--- config.mk ---
export PLATFORM = sky130hd
export DESIGN_NAME = bus_rr_scheduler
export DESIGN_NICKNAME = d
export VERILOG_FILES = /design/src/rtl/bus_rr_scheduler.sv
export SDC_FILE = /design/constraint.sdc
export NUM_CORES = 1
export LEC_CHECK = 0
export CAP_MARGIN = 25
export CORE_MARGIN = 2
export CORE_UTILIZATION = 45
export CTS_CLUSTER_SIZE = 12
export DETAILED_ROUTE_END_ITERATION = 7
export GPL_TIMING_DRIVEN = 0
export PLACE_DENSITY = 0.87
export SLEW_MARGIN = 15
export SYNTH_ARGS = -nofsm -noshare
export SYNTH_HDL_FRONTEND = slang
export SYNTH_SLANG_ARGS = --single-unit
--- constraint.sdc ---
create_clock -name clk -period 6.95 [get_ports clk]
set_input_delay 1.0425 -clock clk [delete_from_list [all_inputs] [get_ports clk]]
set_output_delay 1.0425 -clock clk [all_outputs]
set_load 0.02 [all_outputs]
--- src/rtl/bus_rr_scheduler.sv ---
// Round-robin bus sequencer: grants one device FIFO at a time, pops its head
// packet and routes it to the destination FIFO(s) named by the packet's ID byte.
module bus_rr_scheduler #(
  parameter int drvrs     = 4,
  parameter int BITS      = 16,
  parameter int broadcast = 255,
  parameter int CNT_W     = 16
) (
  input  logic                       clk,
  input  logic                       reset,
  input  logic [drvrs-1:0]           pndng,
  input  logic [drvrs*BITS-1:0]      D_pop,
  output logic [drvrs-1:0]           pop,
  output logic [drvrs-1:0]           push,
  output logic [drvrs*BITS-1:0]      D_push,
  output logic                       busy,
  output logic [$clog2(drvrs)-1:0]   grant_id,
  output logic [CNT_W-1:0]           pkt_count,
  output logic [CNT_W-1:0]           drop_count
);

  localparam int ID_W = $clog2(drvrs);

  localparam logic [1:0] IDLE  = 2'd0;
  localparam logic [1:0] GRANT = 2'd1;
  localparam logic [1:0] ROUTE = 2'd2;
  localparam logic [1:0] PUSH  = 2'd3;

  logic [1:0]       state_q, state_d;
  logic [ID_W-1:0]  grant_q, grant_d;
  logic [BITS-1:0]  pkt_q, pkt_d;
  logic [drvrs-1:0] mask_q, mask_d;
  logic [CNT_W-1:0] pkt_count_q, pkt_count_d;
  logic [CNT_W-1:0] drop_count_q, drop_count_d;

  logic             arb_found;
  logic [ID_W-1:0]  arb_id;
  logic [ID_W-1:0]  arb_idx;
  logic [7:0]       dest;
  logic [drvrs-1:0] route_mask;
  logic             route_ok;
  logic [BITS-1:0]  lane [drvrs];

  always_comb begin
    for (int i = 0; i < drvrs; i++) begin
      lane[i] = D_pop[i*BITS +: BITS];
    end
  end

  // Search starts one past the last grant, so the last winner is checked last.
  always_comb begin
    // NOTE: every combinational output gets a default before any branch so no latch is inferred.
    arb_found = 1'b0;
    arb_id    = grant_q;
    arb_idx   = grant_q;
    for (int k = 1; k <= drvrs; k++) begin
      arb_idx = ID_W'((int'(grant_q) + k) % drvrs);
      if (!arb_found && pndng[arb_idx]) begin
        arb_found = 1'b1;
        arb_id    = arb_idx;
      end
    end
  end

  assign dest = pkt_q[BITS-1 -: 8];

  always_comb begin
    route_mask = '0;
    route_ok   = 1'b1;
    if (dest == 8'(broadcast)) begin
      route_mask          = '1;
      route_mask[grant_q] = 1'b0;
    end else if (int'(dest) < drvrs) begin
      route_mask[dest[ID_W-1:0]] = 1'b1;
    end else begin
      route_ok = 1'b0;
    end
  end

  always_comb begin
    state_d      = state_q;
    grant_d      = grant_q;
    pkt_d        = pkt_q;
    mask_d       = mask_q;
    pkt_count_d  = pkt_count_q;
    drop_count_d = drop_count_q;
    case (state_q)
      IDLE: begin
        if (arb_found) begin
          grant_d = arb_id;
          state_d = GRANT;
        end
      end
      GRANT: begin
        pkt_d   = lane[grant_q];
        state_d = ROUTE;
      end
      ROUTE: begin
        if (route_ok) begin
          mask_d  = route_mask;
          state_d = PUSH;
        end else begin
          if (drop_count_q != '1) drop_count_d = drop_count_q + 1'b1;
          state_d = IDLE;
        end
      end
      PUSH: begin
        if (pkt_count_q != '1) pkt_count_d = pkt_count_q + 1'b1;
        // Re-arbitrating here is what gives one packet every three cycles.
        if (arb_found) begin
          grant_d = arb_id;
          state_d = GRANT;
        end else begin
          state_d = IDLE;
        end
      end
      default: state_d = IDLE;
    endcase
  end

  always_ff @(posedge clk) begin
    // NOTE: state registers use non-blocking assignments so every flop samples pre-edge values.
    if (reset) begin
      state_q      <= IDLE;
      grant_q      <= ID_W'(drvrs - 1);
      pkt_q        <= '0;
      mask_q       <= '0;
      pkt_count_q  <= '0;
      drop_count_q <= '0;
    end else begin
      state_q      <= state_d;
      grant_q      <= grant_d;
      pkt_q        <= pkt_d;
      mask_q       <= mask_d;
      pkt_count_q  <= pkt_count_d;
      drop_count_q <= drop_count_d;
    end
  end

  always_comb begin
    pop  = '0;
    push = '0;
    if (state_q == GRANT) pop[grant_q] = 1'b1;
    if (state_q == PUSH)  push = mask_q;
  end

  assign D_push     = {drvrs{pkt_q}};
  assign busy       = (state_q != IDLE);
  assign grant_id   = grant_q;
  assign pkt_count  = pkt_count_q;
  assign drop_count = drop_count_q;

endmodule

Yosys cells after proc, flatten, opt, wreduce, memory -nomap -nowiden
Index checks and enable logic that the tools add are counted. Widths: inputs -> output; s select.

Bits in registers: 56. Latch bits: 0. RAM bits: 0. Bits in read-only memories: 0. Input port bits: 70. Output and inout port bits: 107. Memories: 0.

Add/sub/neg operators: 6. Multiply operators: 0. Div/mod/pow operators: 0. $lt $le $gt $ge: 10. Equal/unequal tests: 7. Shift operators: 0. Multiplexer cells: 33. Bitwise gates (word level): 3. Reductions and logical operators: 16.

Operator list (number): $add 16x1->16 const B (2); $bmux 16 s2 (1); $mux 16 (2); $ne 16x16->1 const B (2); $lt 2x3->1 const B (6); $mux 4 (4); $mux 1 (13); $mux 2 (6); $bmux 1 s2 (4); $eq 8x8->1 const B (1); $lt 8x3->1 const B (1); $pmux 2 s4 (1); $reduce_and 3->1 (2); $logic_and 1x1->1 (5); $add 2x1->2 const B (2); $add 2x2->2 const B (2); $demux 1 s2 (2); $eq 2x2->1 const B (2); $ge 2x1->1 const B (2); $not 4->4 (1); $reduce_and 2->1 (2); $reduce_bool 4->1 (1); $ge 3x3->1 const B (1); $logic_not 1->1 (3); 7 further kinds (7).

Depth between registers and ports, before layout
Gate-level depths: netlist (run 1).

Word-level depth: 15. Depth in mapped cells: 9. Depth with buffers taken out: 7.

Worst setup path before layout (run 1)
No wires, ideal clock.

Kind: register -> output. Start point: register grant_q[0] (netlist: grant_id[0]). End point: output port pop[0]. Arrival: 1523 ps. Required time: 5907 ps. Slack: 4384 ps. Stages on the path, launching flop included: 6. Path buffers: 2. Cells stage by stage: dfxtp_1 > buf_6 > buf_4 > inv_1 > ha_1 > and2_1.

Cells in the longest elaborated chain, start to end: 5. Elaborated cells between the ends (all ways): 6.

RTL lines: start, declared (RTL line 30) `logic [ID_W-1:0] grant_q, grant_d;`; start signal, assigned (RTL line 125) `grant_q <= ID_W'(drvrs - 1);`; start signal, assigned (RTL line 132) `grant_q <= grant_d;`; $lt 2x3->1 (not written as such) or $ge 2x1->1 (tied branches) (RTL line 143) `if (state_q == GRANT) pop[grant_q] = 1'b1;`; $logic_and 1x1->1 (not written as such) (RTL line 143); $mux 1 (not written as such) (RTL line 143); $demux 1 s2 * (RTL line 143); $mux 4 * (RTL line 143); end, declared (RTL line 13) `output logic [drvrs-1:0] pop,`.

Mark *: on every way between the ends. The rest lies on a longest branch, timed or not.

Final worst setup path (run 1)
Same ends and word-level chain as after synthesis.

==> metrics.csv, run 1 <==
stage,metric,value,unit
outcome,status,completed,
timing,final setup TNS,0,ns
synth,largest family of logic cells by synthesized area,simple AND/OR/NAND/NOR gates,
clock_tree,clk slew on worst S/H paths,0.09,ns
power,Seq pwr share,31.3,%
synth,Synth Area in XOR/XNOR,3.331,%
global_route,first-pass GRT wire length,17480,um
synth,mapped cell area,3681,um^2
synth,asr flop ratio synth,0,%
synth,Synth area leaders,"dfxtp_1 30%, mux4_2 10%, buf_4 10%, mux2i_1 5.4%, nor2_1 4.9%",
layout,Final Non-Filler Cells,677,
layout,most frequent cells in the layout,"176 x clkdlybuf4s50_1, 56 x dfxtp_1, 50 x buf_4, 48 x nor2_1",
power,Power Internal,806.3,uW
synth,syn nets,473,
setup_path,Crit path required time,5.91,ns
synth,Adder-Cell Fraction of Synth Area,3.739,%
setup_path,Setup crit end kind,primary output,
timing,Worst-Margin Slew,0.7532,ns
synth,YS warnings,0,
power,Pleak,0.002141,uW
drt,DR pass1 iterations,4,
placement,Detailed Place HPWL,8934,um
floorplan,die footprint,8920,um^2
placement,RePlAce Congestion,0.9059,
drt,drt drc,0,
placement,port bufs,176,
synth,Yosys top cell area share,30.46,%
synth,ys flop type,dfxtp_1,
power,Worst VDD drop,143.3,uV
clock_tree,Post-CTS Resized,0,
synth,Post-synth EDFFs,0,
timing,Slew headroom,49.78,%
synth,Post-Synthesis Cells,392,
global_route,number of global-route vias before repair,3743,
min_path,Min-Delay Path Class,reg2reg,
clock_tree,# hold bufs at CTS,0,
power,Net Sw Frac,37.08,%
setup_path,Worst path top cell family by delay,buffers and inverters,
setup_path,crit start category,flip-flop,
synth,Yosys cell types,53,
setup_path,R2R cell count,8,
layout,register area,1121,um^2
synth,dominant cell type by area after synthesis,dfxtp_1,
setup_path,Crit Path Class,reg2out,
clock_tree,CTS tree,done,
setup_path,WP data arrival,2.41,ns
drt,Vias/cell,5.377,
power,pwr dens,226.7,nW/um^2
placement,placed cells,670,
clock_tree,insertion delay to the later sink of the worst-skew pair,0.32,ns
clock_tree,Clock Sinks,56,
setup_path,cell-by-cell listing of the critical path,buf_6 -> buf_4 -> inv_1 -> ha_1 -> and2_1 -> clkdlybuf4s50_1,
drt,Wirelength per Cell,16.43,um
floorplan,# rows,32,
clock_tree,Clock Tree Buf Depth,2,
clock_tree,Root Buffer,clkbuf_8,
layout,filler cell count,574,
timing,unrepaired setup endpoints after global routing,no,
synth,post-synthesis sequential area ratio,30.46,%
layout,footprint of the multi-input gates,2047,um^2
floorplan,die outline height,94.45,um
floorplan,Die W,94.45,um
synth,simple-gate share of the synthesized area,21.18,%
clock_tree,post-CTS setup buffers,0,
run,Max-Cap Viols,0,
layout,"leading cell type in the layout, fill and taps excluded",clkdlybuf4s50_1,
floorplan,num ports,177,
layout,synthesis-to-layout area growth,53.54,%
power,Clk network pwr share,13.6,%
global_route,total congestion overflow,0,
global_route,initial antenna violation count,0,
timing,minimum clock period,3.449,ns
power,Sw Pwr,475.2,uW
synth,Synth Area in Compound Gates,9.177,%
global_route,total track usage,25.02,%
clock_tree,TritonCTS Buffers,5,
drt,WL final,11120,um
floorplan,Starting Density,47.15,%
layout,final net count,656,
timing,period utilisation layout,49.62,%
power,Logic pwr share,55.1,%
drt,vias,3640,
timing,fmax,290.0,MHz
timing,final setup vio count,0,
floorplan,Core ar.,7807,um^2
setup_path,WP depth,6,
clock_tree,htree depth,2,
timing,hold violation count in the final report,0,
global_route,largest net degree at the start of global routing,17,
setup_path,Worst path slowest cell,clkdlybuf4s50_1,
setup_path,CP max stage delay,0.58,ns
timing,max-slew violations,0,
setup_path,Worst Path Buf+Inv,4,
layout,Antenna diodes,0,
min_path,Hold Crit Depth,2,
timing,skew final,0.01188,ns
setup_path,crit-path max FO,10,
layout,layout cells sized above 1,16.70,%
synth,number of synthesized register bits,56,
drt,Iter 0 DRT Violations,194,
synth,"Avg Cell Area, Syn",9.390,um^2
synth,multiplexer area fraction after synthesis,18.18,%
drt,antenna violation net count after detailed routing,0,
sequential cells by signal (all words and copies together) (netlist names):
name	cells
drop_count	16
pkt_count	16
pkt_q	16
mask_q	4
grant_id	2
state_q	2
Yosys cell counts (3+ instances only):
| cell type | n |
|---|---|
| nand3_1 | 7 |
| o21ai_0 | 7 |
| mux4_2 | 17 |
| nor2b_1 | 3 |
| nor4_1 | 6 |
| o21a_1 | 4 |
| nand4_1 | 10 |
| dfxtp_1 | 56 |
| mux2i_1 | 20 |
| clkbuf_1 | 9 |
| or3_1 | 7 |
| xnor2_1 | 12 |
| nor2_1 | 48 |
| nand2_1 | 19 |
| mux2_2 | 3 |
| a21oi_1 | 20 |
| inv_1 | 12 |
| nor3_1 | 11 |
| buf_4 | 50 |
| buf_6 | 4 |
| a211oi_1 | 4 |
| ha_1 | 11 |
| and2_1 | 9 |
| or4_1 | 3 |
| o31ai_1 | 4 |
final timing paths:
path	end	from	slack (ns)
setup / recovery	pop[0]	grant_id[0]	3.50
hold / removal	mask_q[3]	mask_q[3]	0.48
setup reg to reg	grant_id[1]	grant_id[0]	4.35
hold reg to reg	mask_q[3]	mask_q[3]	0.48
metal layers:
metal  vias up  routed length [um]  global-route usage [%]
li1       1721                   -                       -
met1      1725                4021                   25.96
met4         0                 402                   10.99
met2       160                5954                   47.86
met5         -                   0                       0
met3        34                 742                   5.507
power by group through the flow:
stage / logic (uW) / clock network [uW] / registers, uW
floorplan: 415 / 0 / 422
global placement: 688 / 0 / 404
detailed placement: 706 / 0 / 407
CTS: 709 / 177 / 401
global route: 746 / 191 / 406
finish: 706 / 175 / 401
cells by family (layout without fill, tap and decap cells):
kind of cell | Yosys count | in the layout
compound gates | 50 | 50
simple gates | 141 | 141
flops | 56 | 56
xor+xnor | 14 | 14
fa+ha+maj | 11 | 11
mux | 42 | 42
buf+inv | 78 | 261
worst register-to-register path: cells and delay by family, from the launching register on:
kind                     cells  cell delay, ns
AND/OR/NAND/NOR              1            0.30
adder cells (fa/ha/maj)      1            0.40
AO/OA/AOI/OAI                2            0.30
multiplexers                 1            0.38
flip-flops                   1            0.52
buffers and inverters        3            0.60
final cells by class:
class                   instances  share of cell area [%]
plain buffers                  66                   8.280
clock buffers                   5                   1.218
clock inverters                 2                  0.2214
inverters                      12                  0.7970
multi-input cells             258                   36.22
flip-flops and latches         56                   19.84
well taps                     102                   2.258
repair buffers                176                   31.17
per-stage QoR:
stage | util, % | instance area, um^2 | total power (uW) | hold WS (ns) | setup slack, ns
floorplan | - | 3681 | 836.9 | 0.4414 | 4.384
global placement | 71.35 | 5570 | 1092 | 0.4528 | 3.838
detailed placement | 71.35 | 5570 | 1112 | 0.4654 | 3.836
CTS | 72.39 | 5652 | 1287 | 0.4767 | 3.472
global route | 72.39 | 5652 | 1344 | 0.5089 | 3.366
finish | 72.39 | 5652 | 1282 | 0.4751 | 3.501
Power figures use the tool's default switching activity.
==> run 2: changes to the inputs <==
- CORE_UTILIZATION: 45 -> 37
- PLACE_DENSITY: 0.87 -> 0.77
- clock period: 6.95 -> 2.89 ns (I/O delays scaled with it)
==> run 2 against run 1 <==
Routed wire length is 3.3% lower. Via count is 2.4% lower. Worst setup slack worse by 3.3 ns. Sequential share of layout area is 0.38 points lower. Die area is 21% higher. Final cell count is 4.7% higher. Clock skew is 0.0022 ns lower. Cell area is 2.1% higher. Largest cell class unchanged.
==> metrics.csv, run 2 (synthesis results as in run 1) <==
stage,metric,value,unit
global_route,largest net degree at the start of global routing,18,
floorplan,die footprint,10760,um^2
clock_tree,htree depth,2,
timing,final setup TNS,0,ns
clock_tree,clk slew on worst S/H paths,0.10,ns
layout,synthesis-to-layout area growth,56.73,%
layout,Layout Utilization,59.30,%
placement,port bufs,176,
timing,minimum clock period,2.708,ns
global_route,number of global-route vias before repair,3502,
setup_path,crit start category,flip-flop,
timing,skew final,0.009691,ns
layout,final net count,656,
clock_tree,post-CTS setup buffers,0,
drt,Wirelength per Cell,15.17,um
floorplan,num ports,177,
drt,Iter 0 DRT Violations,147,
timing,hold violation count in the final report,0,
clock_tree,Clock Sinks,56,
global_route,total track usage,19.44,%
layout,most frequent cells in the layout,"176 x clkdlybuf4s50_1, 55 x dfxtp_1, 50 x buf_4, 48 x nor2_1",
drt,vias,3551,
global_route,total congestion overflow,0,
setup_path,Setup crit end kind,primary output,
floorplan,Die W,103.7,um
layout,"leading cell type in the layout, fill and taps excluded",clkdlybuf4s50_1,
setup_path,WP data arrival,2.27,ns
global_route,first-pass GRT wire length,17330,um
clock_tree,Root Buffer,clkbuf_8,
floorplan,die outline height,103.7,um
placement,Placed Area,5609,um^2
power,Pwr Total,3345,uW
setup_path,crit-path max FO,10,
layout,Final Cell Area,5769,um^2
floorplan,Core ar.,9729,um^2
setup_path,Crit Path Class,reg2out,
layout,layout cells sized above 1,17.01,%
placement,Detailed Place HPWL,8610,um
floorplan,# rows,36,
placement,RePlAce Congestion,0.8303,
timing,period utilisation layout,93.71,%
drt,antenna violation net count after detailed routing,0,
layout,Antenna diodes,0,
drt,WL final,10760,um
timing,fmax,369.3,MHz
timing,final setup vio count,0,
clock_tree,# hold bufs at CTS,0,
drt,Vias/cell,5.008,
run,Max-Cap Viols,0,
global_route,initial antenna violation count,0,
timing,Worst-Margin Slew,0.7073,ns
timing,Slew headroom,52.85,%
drt,drt drc,0,
setup_path,Crit path required time,2.46,ns
clock_tree,Clock Tree Buf Depth,2,
clock_tree,insertion delay to the later sink of the worst-skew pair,0.31,ns
outcome,status,completed,
timing,unrepaired setup endpoints after global routing,no,
min_path,Min-Delay Path Class,reg2reg,
timing,max-slew violations,0,
power,pwr dens,579.8,nW/um^2
floorplan,Starting Density,37.83,%
power,Worst VDD drop,369.9,uV
drt,DR pass1 iterations,4,
clock_tree,TritonCTS Buffers,5,
power,Pleak,0.002179,uW
clock_tree,CTS tree,done,
layout,filler cell count,864,
run 2: cell count changes in the layout (fill, tap and decap cells not counted):
| cell | delta |
|---|---|
| dfxtp_2 | +1 |
| bufinv_16 | +3 |
| clkinvlp_4 | -1 |
| dfxtp_1 | -1 |
| clkinv_2 | -1 |
run 2: what timing repair did:
item                       in CTS  in global routing
setup endpoints to repair       0                  2
hold endpoints to repair        0                  0
gates resized for setup         0                  1
run 2: worst max-delay path, cell delays in order (launching register included):
cell and delay (ns):
dfxtp_1 0.35, inv_1 0.12, ha_1 0.20, clkbuf_1 0.45, and2_1 0.22, clkdlybuf4s50_1 0.62
run 2: path summary, 6_finish.rpt:
path                             startpoint     endpoint  slack (ns)  cells after the start
worst max-delay path             state_q[1]       pop[1]        0.18                      5
worst min-delay path              mask_q[3]    mask_q[3]        0.47                      2
worst max register to register  grant_id[0]  grant_id[1]        0.43                      8
worst min register to register    mask_q[3]    mask_q[3]        0.47                      2
run 2: layer usage:
layer	wire length, um	vias to the layer above	track usage, %
met5	0	-	0
met4	129	0	4.537
met3	726	12	4.783
met2	5499	144	35.53
met1	4402	1674	22.88
li1	-	1721	-
run 2: area by class of cell:
cell class | instances | area, um^2 | share of cell area, %
Timing Repair Buffer | 176 | 1762 | 30.54
Tap cell | 133 | 166.4 | 2.884
Clock inverter | 3 | 90.09 | 1.561
Buffer | 66 | 467.9 | 8.111
Multi-Input combinational cell | 258 | 2047 | 35.48
Inverter | 12 | 45.04 | 0.7807
Sequential cell | 56 | 1122 | 19.45
Clock buffer | 5 | 68.82 | 1.193
run 2: metrics by stage:
| step | std cells | setup WS, ns | hold slack [ns] |
|---|---|---|---|
| global route | 709 | 0.009231 | 0.4962 |
| global placement | 701 | 0.3367 | 0.4567 |
| detailed placement | 701 | 0.3210 | 0.4601 |
| finish | 709 | 0.1819 | 0.4748 |
| CTS | 709 | 0.03081 | 0.4761 |
| floorplan | 392 | 0.4194 | 0.4414 |
run 2: power by group:
part           internal [uW]  leakage, uW  total (uW)  switching, uW
Sequential               842     0.000454         964            122
Clock                    433    0.0000784         693            260
Combinational            934      0.00165        1690            753
==> run 3: changes to the inputs <==
--- a/config.mk
+++ b/config.mk
@@ -14,2 +14,3 @@
 export PLACE_DENSITY = 0.77
+export SETUP_SLACK_MARGIN = 0.02
 export SLEW_MARGIN = 15
==> constraint.sdc (replaced) <==
create_clock -name clk -period 2.89 [get_ports clk]
set_input_delay 0.289 -clock clk [delete_from_list [all_inputs] [get_ports clk]]
set_output_delay 0.289 -clock clk [all_outputs]
set_load 0.02 [all_outputs]
==> run 3 against run 2 <==
Cell area barely moved. Via count rose by 0.25%. Sequential power about the same. Clock skew grew 0.00072 ns. Die area unchanged. Sequential cell count did not move. Critical endpoint is now pop[0]. Largest cell class unchanged.
==> metrics.csv, run 3 (synthesis results as in run 1) <==
stage,metric,value,unit
setup_path,CP max stage delay,0.55,ns
global_route,total congestion overflow,0,
run,Max-Cap Viols,0,
clock_tree,insertion delay to the later sink of the worst-skew pair,0.31,ns
power,Net Sw Frac,34.01,%
layout,layout cells sized above 1,16.84,%
setup_path,FF-to-FF setup slack,0.31,ns
floorplan,Die W,103.7,um
timing,period utilisation layout,92.77,%
timing,hold violation count in the final report,0,
timing,skew final,0.01041,ns
floorplan,Starting Density,37.83,%
drt,antenna violation net count after detailed routing,0,
power,Sw Pwr,1138,uW
setup_path,cell-by-cell listing of the critical path,buf_6 -> buf_4 -> inv_1 -> ha_1 -> and2_1 -> clkdlybuf4s50_1,
placement,RePlAce Congestion,0.8303,
placement,Detailed Place HPWL,8610,um
layout,final net count,656,
clock_tree,CTS tree,done,
setup_path,crit-path max FO,10,
clock_tree,TritonCTS Buffers,5,
setup_path,WP data arrival,2.39,ns
timing,final setup vio count,0,
drt,WL final,10760,um
clock_tree,Clock Sinks,56,
layout,synthesis-to-layout area growth,56.70,%
setup_path,Worst path slowest cell,clkdlybuf4s50_1,
global_route,first-pass GRT wire length,17330,um
power,Clk network pwr share,20.8,%
clock_tree,post-CTS setup buffers,0,
clock_tree,htree depth,2,
floorplan,# rows,36,
floorplan,num ports,177,
clock_tree,# hold bufs at CTS,0,
timing,unrepaired setup endpoints after global routing,no,
layout,most frequent cells in the layout,"176 x clkdlybuf4s50_1, 56 x dfxtp_1, 50 x buf_4, 48 x nor2_1",
timing,final setup TNS,0,ns
drt,vias,3560,
clock_tree,clk slew on worst S/H paths,0.10,ns
power,Pleak,0.002179,uW
global_route,number of global-route vias before repair,3502,
power,Worst VDD drop,369.8,uV
setup_path,Crit Path Class,reg2out,
drt,DR pass1 iterations,4,
drt,drt drc,0,
global_route,initial antenna violation count,0,
timing,max-slew violations,0,
layout,Final Cell Area,5768,um^2
global_route,largest net degree at the start of global routing,18,
placement,port bufs,176,
power,Seq pwr share,28.8,%
outcome,status,completed,
clock_tree,Post-CTS Resized,0,
power,Logic pwr share,50.4,%
setup_path,Worst Path Buf+Inv,4,
setup_path,Crit path required time,2.60,ns
drt,Iter 0 DRT Violations,147,
clock_tree,Clock Tree Buf Depth,2,
floorplan,die footprint,10760,um^2
floorplan,die outline height,103.7,um
clock_tree,Root Buffer,clkbuf_8,
timing,minimum clock period,2.681,ns
layout,Antenna diodes,0,
min_path,Min-Delay Path Class,reg2reg,
layout,"leading cell type in the layout, fill and taps excluded",clkdlybuf4s50_1,
setup_path,Setup crit end kind,primary output,
drt,Vias/cell,5.021,
power,Power Internal,2207,uW
drt,Wirelength per Cell,15.18,um
placement,Placed Area,5609,um^2
global_route,total track usage,19.44,%
power,pwr dens,579.9,nW/um^2
setup_path,Worst path top cell family by delay,buffers and inverters,
floorplan,Core ar.,9729,um^2
setup_path,crit start category,flip-flop,
timing,Worst-Margin Slew,0.7119,ns
timing,fmax,373.0,MHz
timing,Slew headroom,52.54,%
run 3: routing by layer:
layer | GRT usage [%] | part of all wire (%) | vias up
li1 | - | - | 1722
met1 | 22.88 | 41 | 1674
met2 | 35.53 | 51 | 150
met3 | 4.783 | 6.8 | 14
met4 | 4.537 | 1.2 | 0
met5 | 0 | 0 | -
run 3: final timing paths:
check        cells after the start          end         from
max                              6       pop[0]  grant_id[0]
min                              2    mask_q[3]    mask_q[3]
max reg2reg                      8  grant_id[1]  grant_id[0]
min reg2reg                      2    mask_q[3]    mask_q[3]
run 3: tightest hold or removal path: stages (launching register included):
cell      delay (ns)
dfxtp_1         0.32
nand2b_1        0.06
a21oi_1         0.05
run 3: final cells by class:
class	instances	area, um^2
inverter	12	45.04
clock buffer	5	68.82
buffer	66	467.9
multi-input combinational	258	2047
fill	864	3961
tap	133	166.4
clock inverter	3	90.09
timing repair buffer	176	1762
sequential	56	1121
run 3: power groups by stage:
stage	sequential [uW]	clock [uW]	combinational [uW]
floorplan	1010	0	998
global placement	975	0	1670
detailed placement	980	0	1690
CTS	965	707	1700
global route	978	753	1790
finish	963	695	1690
run 3: through the flow:
step / cells / setup slack [ns] / utilization (%) / power, uW / hold slack, ns
6_report: 709 / 0.2090 / 59.29 / 3345 / 0.4747
3_5_place_dp: 701 / 0.3210 / 57.65 / 2674 / 0.4601
2_1_floorplan: 392 / 0.4194 / - / 2013 / 0.3927
4_1_cts: 709 / 0.1753 / 59.29 / 3373 / 0.4761
5_1_grt: 709 / 0.04353 / 59.29 / 3526 / 0.4962
3_3_place_gp: 701 / 0.3367 / 57.65 / 2644 / 0.4567
==> RTL edit 1 (flow settings as in run 1) <==
The parameter `CNT_W` goes from 16 to 32.
--- a/src/rtl/bus_rr_scheduler.sv
+++ b/src/rtl/bus_rr_scheduler.sv
@@ -5,5 +5,5 @@
   parameter int BITS      = 16,
   parameter int broadcast = 255,
-  parameter int CNT_W     = 16
+  parameter int CNT_W     = 32
 ) (
   input  logic                       clk,
Ports: changed (resized drop_count and pkt_count); port bits go from 177 to 209. The function was not compared with the original's and may differ.
==> RTL edit 1 against run 1 <==
- fmax is 19% lower
- sequential share of layout area is 2.3 points higher
- power rose by 59%
- sequential cell count rose by 32
- routed wire length is 46% higher
- highest routed layer unchanged
- first-iteration DRC count is 130% higher
- count of clock-buffer cells in the layout rose by 6
- via count increased by 53%
- area after synthesis increased by 47%
- critical path depth rose by 1
- cell count rose by 46%
- final area is 41% higher
- setup slack got worse by 0.79 ns
==> RTL edit 1: results (changes against run 1) <==
\begin{tabular}{lr}
\hline
Metric & Value \\
\hline
\multicolumn{2}{l}{\textbf{GRT}} \\
Overall track demand over capacity in global routing & 0.247 (-0.00339) \\
First-pass GRT wire length & 25400 um (+46\%) \\
Vias in the first global route & 5171 (+38\%) \\
\multicolumn{2}{l}{\textbf{Clock network}} \\
Maximum level of the CTS H-tree & 3 (+1) \\
Insertion delay to the later sink of the worst-skew pair & 0.34 ns (+0.02 ns) \\
CTS Sinks & 88 (+57\%) \\
Reg clk slew, reported paths & 0.06 ns (-0.03 ns) \\
\multicolumn{2}{l}{\textbf{Logic synthesis}} \\
Proportion of synthesized chip area in sequential cells & 0.326 (+0.0212) \\
Complex-gate fraction of the synthesized area & 0.109 (+0.0167) \\
Post-Syn Nets & 700 (+48\%) \\
Unique masters post-synth & 51 (-3.8\%) \\
Top area cells in the synthesized netlist & sky130\_fd\_sc\_hd\_\_dfxtp\_1, sky130\_fd\_sc\_hd\_\_mux4\_2, sky130\_fd\_sc\_hd\_\_buf\_4, sky130\_fd\_sc\_hd\_\_nor2\_1, sky130\_fd\_sc\_hd\_\_mux2\_2 \\
\multicolumn{2}{l}{\textbf{Outcome}} \\
Outcome & finished, final reports clean \\
\multicolumn{2}{l}{\textbf{Layout}} \\
Fraction of layout cells with a size suffix above 1 & 0.141 (-0.0256) \\
Count of fill cells added during filler insertion & 956 (+67\%) \\
Net count of the finished layout & 918 (+40\%) \\
\multicolumn{2}{l}{\textbf{STA}} \\
Maximum clock skew at final layout & 0.00718 ns (-0.00470 ns) \\
Worst hold slack after final layout & 0.469 ns (-0.00634 ns) \\
\multicolumn{2}{l}{\textbf{Power and ir drop}} \\
Highest ir drop seen on vdd & 185 uV (+29\%) \\
Leakage & 2.81 nW (+31\%) \\
\multicolumn{2}{l}{\textbf{Worst setup path}} \\
Number of cell instances on the worst register-to-register path & 10 (+2) \\
Crit Reg-Reg Endpoint & state\_q[0]\$\_SDFFE\_PP0P\_ \\
Worst path arrival time & 3.19 ns (+0.78 ns) \\
\multicolumn{2}{l}{\textbf{Routing}} \\
DRT iter0 DRCs & 446 (+130\%) \\
First-pass detailed-route iteration total & 7 (+3) \\
\multicolumn{2}{l}{\textbf{Placement}} \\
Global placer's final weighted congestion & 0.895 (-1.3\%) \\
DP Wirelength & 12400 um (+39\%) \\
\hline
\end{tabular}
==> RTL edit 1: kinds of logic after synthesis <==
kind of cell,Yosys count
flops,88
xor+xnor,16
compound gates,92
mux,57
buf+inv,98
simple gates,257
fa+ha+maj,11
==> RTL edit 1: area by class of cell <==
type	count	area [um^2]	area share
Timing Repair Buffer	207	2070	0.260
Clock buffer	11	243	0.0305
Tap cell	147	184	0.0231
Sequential cell	88	1760	0.221
Buffer	83	502	0.0630
Clock inverter	5	56.3	0.00707
Inverter	15	56.3	0.00707
Multi-Input combinational cell	433	3090	0.388
==> RTL edit 1: routing by layer <==
metal | vias up | GRT usage | part of all wire
li1 | 2661 | - | -
met1 | 2609 | 0.314 | 0.41
met2 | 246 | 0.421 | 0.49
met3 | 36 | 0.0420 | 0.075
met4 | 0 | 0.0951 | 0.020
met5 | - | 0 | 0
==> RTL edit 1: worst max-delay path by stage <==
stage,start,slack (ns),cells past startpoint,endpoint
final,grant_id[0]$_SDFFE_PP1P_,2.71,7,pop[0]
after global routing,grant_id[0]$_SDFFE_PP1P_,2.45,7,pop[0]
after CTS,grant_id[0]$_SDFFE_PP1P_,2.62,7,pop[0]
after detailed placement,grant_id[0]$_SDFFE_PP1P_,3.00,7,pop[0]
after global placement,grant_id[0]$_SDFFE_PP1P_,3.04,7,pop[0]
after floorplan,grant_id[0]$_SDFFE_PP1P_,3.60,10,state_q[0]$_SDFFE_PP0P_
==> RTL edit 1: power by group through the flow <==
stage	registers, mW	clock network [mW]	logic (mW)
final	0.609	0.494	0.933
after global routing	0.617	0.517	0.989
after CTS	0.608	0.498	0.936
after detailed placement	0.618	0	0.931
after global placement	0.617	0	0.912
after floorplan	0.641	0	0.546
==> RTL edit 1: worst max-delay path: stages, from the launching register on <==
cell                              delay (ns)
sky130_fd_sc_hd__dfxtp_1                0.38
sky130_fd_sc_hd__clkbuf_1               0.29
sky130_fd_sc_hd__buf_1                  0.64
sky130_fd_sc_hd__buf_2                  0.42
sky130_fd_sc_hd__inv_1                  0.15
sky130_fd_sc_hd__ha_1                   0.27
sky130_fd_sc_hd__and2_1                 0.16
sky130_fd_sc_hd__clkdlybuf4s50_1        0.54
==> RTL edit 1: stage by stage <==
step | worst slack [ns] | instance area [um^2] | cells
finish | 2.71 | 7960 | 989
global route | 2.45 | 7960 | 989
CTS | 2.62 | 7960 | 989
detailed placement | 3.00 | 7660 | 973
global placement | 3.04 | 7660 | 973
floorplan | 3.60 | 5410 | 619
==> RTL edit 2 (config.mk and constraints of run 1) <==
Made on the original files. `pkt_q` no longer has a reset.
--- a/src/rtl/bus_rr_scheduler.sv
+++ b/src/rtl/bus_rr_scheduler.sv
@@ -124,5 +124,4 @@
       state_q      <= IDLE;
       grant_q      <= ID_W'(drvrs - 1);
-      pkt_q        <= '0;
       mask_q       <= '0;
       pkt_count_q  <= '0;
@@ -131,9 +130,12 @@
       state_q      <= state_d;
       grant_q      <= grant_d;
-      pkt_q        <= pkt_d;
       mask_q       <= mask_d;
       pkt_count_q  <= pkt_count_d;
       drop_count_q <= drop_count_d;
     end
+  end
+
+  always_ff @(posedge clk) begin
+    pkt_q <= pkt_d;
   end
 
Behaviour: differs if reset is asserted again (counterexample within 4 cycles, from zero or initial values and one cycle with reset high); with reset held inactive, the same outputs for 4 cycles.
==> RTL edit 2 against run 1 <==
- synthesized cell count decreased by 7.4%
- routed wire length is 3.7% lower
- area after synthesis shrank 1.6%
- critical path depth unchanged
- power is 4.5% higher
- combinational power up 2%
- largest power group unchanged
- fmax shrank 7.0%
- final area fell by 0.80%
- die area fell by 1.5%
- register-to-register slack got worse by 0.21 ns
- sequential cell count unchanged
- setup slack got worse by 0.26 ns
- highest routed layer unchanged
==> RTL edit 2: results (changes against run 1) <==
\begin{tabular}{lr}
\hline
Metric & Value \\
\hline
\multicolumn{2}{l}{\textbf{STA}} \\
Final Critical Period & 3.71 ns (+0.261 ns) \\
Worst max-slew margin expressed relative to the limit & 0.408 (-0.0900) \\
Worst hold slack after final layout & 0.506 ns (+0.0311 ns) \\
\multicolumn{2}{l}{\textbf{Logic synthesis}} \\
Number of enable-type register cells in the synthesized netlist & 16 (+16) \\
Post-Syn Nets & 444 (-6.1\%) \\
Proportion of synthesized chip area in sequential cells & 0.354 (+0.0492) \\
\multicolumn{2}{l}{\textbf{Layout}} \\
Number of combinational gates with multiple inputs & 231 (-10\%) \\
Net count of the finished layout & 627 (-4.4\%) \\
Share of the final layout cell area in multi-input gates & 0.328 (-0.0337) \\
Number of flip-flops and latches & 56 (unchanged) \\
\multicolumn{2}{l}{\textbf{Placement}} \\
Minimum setup slack after placement & 3.57 ns (-0.264 ns) \\
Post-place instance area & 5510 um\^{}2 (-1.1\%) \\
DP Wirelength & 8670 um (-2.9\%) \\
Global placer's final weighted congestion & 0.852 (-5.9\%) \\
\multicolumn{2}{l}{\textbf{Worst setup path}} \\
Worst-case register-to-register setup slack & 4.14 ns (-0.21 ns) \\
Worst path arrival time & 2.67 ns (+0.26 ns) \\
Capturing element of the worst setup path & pop[2] \\
\multicolumn{2}{l}{\textbf{Hold path}} \\
Source of the worst hold timing path & mask\_q[0]\$\_SDFFE\_PP0P\_ \\
Worst min-delay path endpoint & mask\_q[0]\$\_SDFFE\_PP0P\_ \\
\multicolumn{2}{l}{\textbf{Clock network}} \\
Reg clk slew, reported paths & 0.11 ns (+0.02 ns) \\
\multicolumn{2}{l}{\textbf{Power and ir drop}} \\
Highest ir drop seen on vdd & 220 uV (+54\%) \\
\multicolumn{2}{l}{\textbf{Routing}} \\
Met2 layer wire length in the routed design & 5430 um (-8.9\%) \\
Final routed wirelength across all metal layers & 10700 um (-3.7\%) \\
Drt via density & 5.23 (-2.6\%) \\
\multicolumn{2}{l}{\textbf{Outcome}} \\
Outcome & finished, final reports clean \\
\multicolumn{2}{l}{\textbf{GRT}} \\
Overall track demand over capacity in global routing & 0.242 (-0.00832) \\
Vias in the first global route & 3267 (-13\%) \\
First-pass GRT wire length & 16600 um (-4.8\%) \\
\hline
\end{tabular}
==> RTL edit 2: cell types whose count changed after synthesis, sizes merged, moves of 8 or more <==
cell,run 1,this run
nand2,19,11
nor2,48,38
edfxtp,0,16
nand3,7,18
a21oi,20,12
mux2i,20,6
dfxtp,56,40
==> RTL edit 2: where the power goes <==
| group | internal, mW | switching (mW) |
|---|---|---|
| Clock | 0.0746 | 0.116 |
| Combinational | 0.401 | 0.320 |
| Sequential | 0.385 | 0.0436 |
==> RTL edit 2: logic make-up after synthesis <==
family	Yosys count	share of synthesized area
and+or+nand+nor	137	0.208
buffers and inverters	76	0.138
DFF	56	0.354
AOI/OAI and AO/OA	39	0.0791
muxes	29	0.147
xor gates and xnor gates	15	0.0363
adders and majority gates	11	0.0380
==> RTL edit 2: metrics by stage <==
| step | instances | total power, mW |
|---|---|---|
| after floorplan | 363 | 0.870 |
| after global placement | 641 | 1.14 |
| after detailed placement | 641 | 1.16 |
| after CTS | 649 | 1.35 |
| after global routing | 649 | 1.41 |
| final | 649 | 1.34 |
